File: src/rtl/updown_pkg.sv
// +----------------------------------------------------------------------------+
// | updown_pkg : mode encoding and parameter legality helper for the counter.   |
// | rev 1.0                                                                    |
// +----------------------------------------------------------------------------+
`default_nettype none

package updown_pkg;

  typedef enum logic [1:0] {
    UD_HOLD = 2'b00,
    UD_UP   = 2'b01,
    UD_DOWN = 2'b10,
    UD_LOAD = 2'b11
  } ud_mode_t;

  function automatic bit params_legal(
    input int unsigned     width,
    input longint unsigned min_val,
    input longint unsigned max_val,
    input longint unsigned step,
    input longint unsigned reset_val
  );
    longint unsigned lim;
    if (width < 2 || width > 32) return 1'b0;
    lim = (64'd1 << width) - 64'd1;
    return (min_val < max_val) && (max_val <= lim) &&
           (step >= 64'd1) && (step <= max_val - min_val) &&
           (reset_val >= min_val) && (reset_val <= max_val);
  endfunction

endpackage

`default_nettype wire

File: src/rtl/updown_counter_param.sv
// +----------------------------------------------------------------------------+
// | updown_counter_param : ranged up/down/load counter, wrap or saturate.       |
// | rev 1.0                                                                    |
// +----------------------------------------------------------------------------+
`default_nettype none

module updown_counter_param
  import updown_pkg::*;
#(
  parameter int             WIDTH     = 4,
  parameter logic [WIDTH-1:0] MIN_VAL   = '0,
  parameter logic [WIDTH-1:0] MAX_VAL   = '1,
  parameter logic [WIDTH-1:0] STEP      = WIDTH'(1),
  parameter bit             WRAP      = 1'b1,
  parameter logic [WIDTH-1:0] RESET_VAL = MIN_VAL
) (
  input  logic             clk,
  input  logic             reset,
  input  logic             en,
  input  logic             clr,
  input  logic [1:0]       up_down,
  input  logic [WIDTH-1:0] load_val,
  output logic [WIDTH-1:0] state,
  output logic             Y,
  output logic             ovf,
  output logic             unf,
  output logic             load_err
);

  if (!params_legal(WIDTH, 64'(MIN_VAL), 64'(MAX_VAL), 64'(STEP), 64'(RESET_VAL))) begin : g_param_check
    $error("updown_counter_param: illegal parameter combination");
  end

  localparam logic [WIDTH:0] MIN_E  = {1'b0, MIN_VAL};
  localparam logic [WIDTH:0] MAX_E  = {1'b0, MAX_VAL};
  localparam logic [WIDTH:0] STEP_E = {1'b0, STEP};
  localparam logic [WIDTH:0] ONE_E  = (WIDTH+1)'(1);

  logic [WIDTH-1:0] state_q, state_d;
  logic             ovf_q, ovf_d;
  logic             unf_q, unf_d;
  logic             load_err_q, load_err_d;

  ud_mode_t       w_mode;
  logic [WIDTH:0] w_st;
  logic [WIDTH:0] w_room_up;
  logic [WIDTH:0] w_room_dn;

  assign w_mode    = ud_mode_t'(up_down);
  assign w_st      = {1'b0, state_q};
  // Headroom to each bound; state is always in range so neither can go negative.
  assign w_room_up = MAX_E - w_st;
  assign w_room_dn = w_st - MIN_E;

  always_comb begin
    state_d    = state_q;
    ovf_d      = 1'b0;
    unf_d      = 1'b0;
    load_err_d = 1'b0;
    if (clr) begin
      state_d = RESET_VAL;
    end else if (en) begin
      case (w_mode)
        UD_HOLD: state_d = state_q;
        UD_UP: begin
          if (w_room_up >= STEP_E) begin
            state_d = WIDTH'(w_st + STEP_E);
          end else begin
            ovf_d   = 1'b1;
            state_d = WRAP ? WIDTH'(MIN_E + (STEP_E - w_room_up - ONE_E)) : MAX_VAL;
          end
        end
        UD_DOWN: begin
          if (w_room_dn >= STEP_E) begin
            state_d = WIDTH'(w_st - STEP_E);
          end else begin
            unf_d   = 1'b1;
            state_d = WRAP ? WIDTH'(MAX_E - (STEP_E - w_room_dn - ONE_E)) : MIN_VAL;
          end
        end
        UD_LOAD: begin
          if (load_val > MAX_VAL) begin
            state_d    = MAX_VAL;
            load_err_d = 1'b1;
          end else if (load_val < MIN_VAL) begin
            state_d    = MIN_VAL;
            load_err_d = 1'b1;
          end else begin
            state_d = load_val;
          end
        end
      endcase
    end
  end

  always_ff @(posedge clk or negedge reset) begin
    if (!reset) begin
      state_q    <= RESET_VAL;
      ovf_q      <= 1'b0;
      unf_q      <= 1'b0;
      load_err_q <= 1'b0;
    end else begin
      state_q    <= state_d;
      ovf_q      <= ovf_d;
      unf_q      <= unf_d;
      load_err_q <= load_err_d;
    end
  end

  assign state    = state_q;
  assign ovf      = ovf_q;
  assign unf      = unf_q;
  assign load_err = load_err_q;
  assign Y        = ((w_mode == UD_UP)   && (state_q == MAX_VAL)) ||
                    ((w_mode == UD_DOWN) && (state_q == MIN_VAL));

endmodule

`default_nettype wire

File: config.mk
export PLATFORM = sky130hd
export DESIGN_NAME = updown_counter_param
export DESIGN_NICKNAME = d
export VERILOG_FILES = /design/src/rtl/updown_pkg.sv /design/src/rtl/updown_counter_param.sv
export SDC_FILE = /design/constraint.sdc
export NUM_CORES = 1
export LEC_CHECK = 0
export ABC_CLOCK_PERIOD_IN_PS = 2000
export CAP_MARGIN = 20
export CORE_AREA = 10 10 47 49
export DETAILED_ROUTE_END_ITERATION = 6
export DIE_AREA = 0 0 57 59
export HOLD_SLACK_MARGIN = 0.05
export PLACE_DENSITY = 0.7
export SYNTH_ARGS = -nofsm -noshare
export SYNTH_HDL_FRONTEND = slang
export SYNTH_SLANG_ARGS = --single-unit
File: constraint.sdc
create_clock -name clk -period 2 [get_ports clk]
set_input_delay 0.3 -clock clk [delete_from_list [all_inputs] [get_ports clk]]
set_output_delay 0.3 -clock clk [all_outputs]
set_load 0.03 [all_outputs]
## Word-level counts from Yosys, hierarchy flattened

Index checks and enable logic that the tools add are counted.

- Register bits after elaboration: 7
- Input bits: 10
- Output and inout port bits: 8
- Logic and storage cells: 48

- Add/sub/neg operators: 8
- $lt $le $gt $ge: 4
- Equality and inequality tests: 5
- Multiplexer cells: 20
- Reductions and logical operators: 7

Operators with widths:

| kind | number |
|---|---|
| 4-bit 2-to-1 mux | 6 |
| 1-bit 2-to-1 mux | 13 |
| 4-bit one-hot mux with 3 select lines | 1 |
| 4-bit by 1-bit subtractor with 4-bit output (second input constant) | 3 |
| 1-bit by 4-bit subtractor with 4-bit output (first input constant) | 2 |
| 5-bit by 1-bit >= comparator with 1-bit output (second input constant) | 1 |
| 4-bit by 4-bit subtractor with 5-bit output (first input constant) | 1 |
| 4-bit by 1-bit adder with 4-bit output (second input constant) | 1 |
| 2-bit equality test (second input constant) | 2 |
| 4-bit equality test (second input constant) | 1 |
| 4-bit by 1-bit >= comparator with 1-bit output (second input constant) | 1 |
| 4-bit greater-than comparator (second input constant) | 1 |
| 4-bit logical NOT | 1 |
| 4-bit by 1-bit less-than comparator with 1-bit output (second input constant) | 1 |
| 4-bit subtractor (first input constant) | 1 |
| 2-bit by 1-bit equality test with 1-bit output (second input constant) | 1 |
| 1-bit logical AND | 2 |
| 2-bit logical NOT | 1 |
| 2-bit inequality test (second input constant) | 1 |
| 2-bit AND reduction | 1 |
| 2-bit nonzero test | 1 |
| 1-bit logical OR | 1 |

## Logic depth before layout (Yosys ltp)

- Depth after elaboration: 7
- Depth in mapped cells: 6
- Depth with buffers taken out: 6

## Least setup slack after synthesis

No wires, ideal clock.

- Path type: register to output
- From: register state_q[1], in the netlist state[1]
- To: output Y
- Arrival time: 1.572 ns
- Required time: 1.700 ns
- Setup slack: 0.128 ns
- Stages on the path, launching flop included: 4
- Buffers on the path: 0
- Cell sequence: dfrtp_1 ha_1 inv_1 o21ai_0

- Longest elaborated chain between the ends: 3
- Elaborated cells on any way between the ends: 5
- Those cells by class: eq/ne (1); reduce/logical (4)

Ends and longest elaborated chain:

| what | RTL line | RTL |
|---|---|---|
| from (decl) | updown_counter_param.sv:39 | `logic [WIDTH-1:0] state_q, state_d;` |
| from (signal assigned) | updown_counter_param.sv:103 | `state_q <= state_d;` |
| 4-bit equality test or 4-bit logical NOT (tied branches) | updown_counter_param.sv:114, updown_counter_param.sv:115 |  |
| 1-bit logical AND (on tied branches) | updown_counter_param.sv:114, updown_counter_param.sv:115 |  |
| 1-bit logical OR (*) | updown_counter_param.sv:114 | `assign Y = ((w_mode == UD_UP) && (state_q == MAX_VAL)) \|\|` |
| to (decl) | updown_counter_param.sv:24 | `output logic Y,` |

Mark *: on every way between the ends. The rest lies on a longest branch, timed or not.

## Worst setup path in the final report

- From: input up_down[1]
- To: output Y

- Longest elaborated chain between the ends: 3
- Elaborated cells on any way between the ends: 5
- Those cells by class: eq/ne (2); reduce/logical (3)

Ends and longest elaborated chain:

| what | RTL line | RTL |
|---|---|---|
| from (decl) | updown_counter_param.sv:21 | `input logic [1:0] up_down,` |
| 2-bit by 1-bit equality test with 1-bit output or 2-bit equality test (tied branches) | updown_counter_param.sv:114, updown_counter_param.sv:115 |  |
| 1-bit logical AND (on tied branches) | updown_counter_param.sv:114, updown_counter_param.sv:115 |  |
| 1-bit logical OR (*) | updown_counter_param.sv:114 |  |

Marks and branches as above.

==> tab_implementation.tex <==
\begin{tabular}{lr}
\hline
Metric & Value \\
\hline
\multicolumn{2}{l}{\textbf{Outcome}} \\
\quad Outcome & finished, final reports clean \\
\multicolumn{2}{l}{\textbf{STA}} \\
\quad Final setup TNS & 0 ns \\
\quad Final Hold Slack & 0.290 ns \\
\quad Maximum clock frequency & 547 MHz \\
\quad Skew final & 0.00686 ns \\
\quad Setup repair after global routing missed its margin & no \\
\quad Fin. Hold Viols & 0 \\
\quad Number of pins exceeding their max-slew limit in the final report & 0 \\
\quad Part of the cycle the worst path needs & 91.4\% \\
\quad Final period demand of the worst path & 1.83 ns \\
\quad Setup-failing EPs final & 0 \\
\multicolumn{2}{l}{\textbf{Worst setup path}} \\
\quad FF-to-FF path depth & 6 \\
\quad Timing startpoint of the critical path & up\_down[1] \\
\quad Startpoint of the lowest-slack register-to-register path & state[1] \\
\quad CP Cell Sequence & clkdlybuf4s50\_1 -> nor4b\_1 -> nand2\_1 -> o21ai\_0 -> buf\_4 \\
\quad End of the critical path & Y \\
\quad Type of origin of the critical path & input pin \\
\quad Slowest cell on crit path & clkdlybuf4s50\_1 \\
\quad Slack of the worst reg-to-reg path & 0.35 ns \\
\quad Critical path capture point type & output pin \\
\quad Critical path data arrival time & 1.53 ns \\
\quad Critical-path maximum fanout & 5 \\
\quad Data required time at the worst endpoint & 1.70 ns \\
\quad Kind of critical path & input pin to output pin \\
\quad Reg2Reg Capture Point & state[2] \\
\quad Max stage delay on crit path & 0.54 ns \\
\multicolumn{2}{l}{\textbf{Synthesis}} \\
\quad Library cell with the largest summed area after synthesis & dfrtp\_1 \\
\quad Async SR Flop Fraction & 100\% \\
\quad Post-synthesis sequential area ratio & 29.3\% \\
\quad Number of enable-type register cells in the synthesized netlist & 0 \\
\quad Syn\_nets & 71 \\
\quad Leading cell types by total area after synthesis & dfrtp\_1 29\%, ha\_1 9.8\%, a22o\_1 5.1\%, o21ai\_0 3.9\%, nand2b\_1 3.7\% \\
\quad Most used flip-flop cell after synthesis & dfrtp\_1 \\
\quad Dominant combinational cell family by area after synthesis & simple AND/OR/NAND/NOR gates \\
\quad Warning count from the yosys run & 0 \\
\quad Post-Syn Area per Cell & 8.98 um2 \\
\quad Basic-gate share of the synthesized area counting and, or, nand and nor cells & 25.2\% \\
\quad Fraction of synthesized cell area taken by the top area cell type & 29.3\% \\
\quad Synth Cell Area & 512 um2 \\
\quad Ranking of synthesized cells by instance count & 6 x dfrtp\_1, 4 x ha\_1, 4 x inv\_1, 4 x nand2\_1, 4 x o21ai\_0 \\
\quad Fraction of the mapped netlist area in compound gates & 21.0\% \\
\quad Synthesized netlist cell count & 57 \\
\quad Share of cell area taken by muxes after synthesis & 4.16\% \\
\quad Cell with the most instances after synthesis & dfrtp\_1 \\
\quad Flop and latch count out of synthesis & 6 \\
\quad Xor/xnor share of the synthesized area & 1.71\% \\
\quad Netlist cell types & 30 \\
\quad Share of synthesized cell area in full adder, half adder and majority cells & 9.78\% \\
\multicolumn{2}{l}{\textbf{Pwr}} \\
\quad Power per Cell Area & 539 nW/um2 \\
\quad IR drop worst, VDD & 188 uV \\
\quad LEAKAGE & 0.000303 uW \\
\multicolumn{2}{l}{\textbf{Global routing}} \\
\quad Number of global-route vias before repair & 501 \\
\quad Final global-route overflow total & 0 \\
\quad Number of antenna violations at the first check in global routing & 0 \\
\quad Maximum number of pins on one net before global-route repair & 9 \\
\quad Global-route total usage across every layer & 7.99\% \\
\quad Global-route wire length before repair & 2170 um \\
\multicolumn{2}{l}{\textbf{Die}} \\
\quad Floorplan die area & 3360 um2 \\
\quad Die Ht & 59 um \\
\quad Starting Density & 36.5\% \\
\quad DIE WIDTH & 57 um \\
\quad Cell Rows & 14 \\
\quad Area of the core & 1400 um2 \\
\quad I/O pin total & 18 \\
\multicolumn{2}{l}{\textbf{Drt}} \\
\quad Final wirelength & 1290 um \\
\quad DRC Markers & 0 \\
\quad Number of vias per cell & 5.46 \\
\quad Violation count after the first detailed-routing iteration & 15 \\
\quad Post-DRT Antenna Nets & 0 \\
\quad DR WL/cell & 14.0 um \\
\quad Router iterations before antenna repair & 5 \\
\quad Via count of the routed design & 502 \\
\multicolumn{2}{l}{\textbf{Clock tree}} \\
\quad Root Buffer Master & clkbuf\_4 \\
\quad CTS buffer count & 3 \\
\quad TritonCTS clock tree & done \\
\quad Clock network latency to the later pin of the worst-skew pair & 0.24 ns \\
\quad CTS clk-pin slew, worst paths & 0.05 ns \\
\quad Total of cells resized after clock tree synthesis & 0 \\
\quad Post-cts hold buffer count & 0 \\
\quad Worst-case clock buffer depth & 2 \\
\quad Number of buffers added for setup after CTS & 0 \\
\quad Number of clock sinks & 6 \\
\quad H-tree lvl count & 1 \\
\multicolumn{2}{l}{\textbf{Worst hold path}} \\
\quad Type of the tightest min-delay check & input pin to async pin \\
\multicolumn{2}{l}{\textbf{Run}} \\
\quad Max-cap violations & 0 \\
\multicolumn{2}{l}{\textbf{Cells and area}} \\
\quad Area added between synthesis and finish & 38.4\% \\
\quad Fin nets & 92 \\
\quad Number of filler instances in the final layout & 141 \\
\quad Area of the multi-input gates & 320 um2 \\
\quad Number of inserted diodes & 0 \\
\quad Utilization of the core after routing & 50.5\% \\
\quad Register area & 150 um2 \\
\quad Layout cells sized above 1 & 15.8\% \\
\multicolumn{2}{l}{\textbf{Placed design}} \\
\quad Post-DP HPWL & 1020 um \\
\quad Routability congestion estimate from global placement & 0.869 \\
\quad Input/output buffers & 16 \\
\hline
\end{tabular}
-- cell usage in the layout (no fill, tap or decap), types with 2 or more instances in the layout --
| master | count |
|---|---|
| clkbuf_4 | 3 |
| a22o_1 | 3 |
| buf_4 | 4 |
| nor3_1 | 2 |
| nor2_1 | 3 |
| clkdlybuf4s50_1 | 15 |
| inv_1 | 4 |
| ha_1 | 4 |
| o21ai_0 | 4 |
| nand3_1 | 2 |
| nand2_1 | 4 |
| nand2b_1 | 3 |
| dfrtp_1 | 6 |
| a21oi_1 | 2 |
-- worst min path at each step --
| stage | endpoint | cells past startpoint | slack [ns] | startpoint |
|---|---|---|---|---|
| after CTS | state[2] | 1 | 0.29 | reset |
| after floorplan | ovf | 0 | 0.004 | reset |
| after global placement | state[1] | 1 | 0.55 | reset |
| final | state[2] | 1 | 0.29 | reset |
| after detailed placement | state[2] | 1 | 0.55 | reset |
| after global routing | unf | 1 | 0.32 | reset |
-- power by group --
part / internal, uW / total, uW / switching (uW)
clock: 67.6 / 108 / 40.2
sequential: 129 / 141 / 12.0
combinational: 65.6 / 133 / 67.6
total: 262 / 382 / 120
-- metrics by stage --
stage | cells | instance area (um2) | worst slack (ns) | power (uW)
6_report | 92 | 708 | 0.172 | 382
5_1_grt | 92 | 708 | 0.0577 | 409
4_1_cts | 92 | 708 | 0.170 | 388
3_5_place_dp | 89 | 686 | 0.168 | 274
3_3_place_gp | 89 | 686 | 0.215 | 273
2_1_floorplan | 57 | 512 | 0.128 | 221
-- worst max-delay path: cells and delay by family --
family                 cells  cell delay [ns]
and+or+nand+nor            2             0.42
AOI/OAI and AO/OA          1             0.09
buffers and inverters      2             0.72
-- layout make-up --
cell class	instances	share of cell area, %
tap	16	2.83
timing repair buffer	19	25.4
sequential	6	21.2
inverter	4	2.12
clock buffer	3	3.18
multi-input combinational	44	45.2
-- flip-flops by register name, summed over array words and instances, names as in the netlist --
signal / flops
unf: 1
state: 4
ovf: 1
-- routing by layer --
metal / share of wire (%) / GRT usage (%) / wire [um] / vias up
met5: 0 / 0 / 0 / -
met4: 3.1 / 7.38 / 40 / 0
met1: 43 / 9.01 / 554 / 229
met3: 8.8 / 2.15 / 114 / 4
li1: - / - / - / 238
met2: 45 / 11.9 / 581 / 31
-- cells by family after synthesis --
logic type,after synthesis
AOI/OAI and AO/OA,14
other,1
and+or+nand+nor,22
adders and majority gates,4
buffers and inverters,7
DFF,6
xor gates and xnor gates,1
muxes,2
Note: power is estimated with default switching activity, not from simulation.
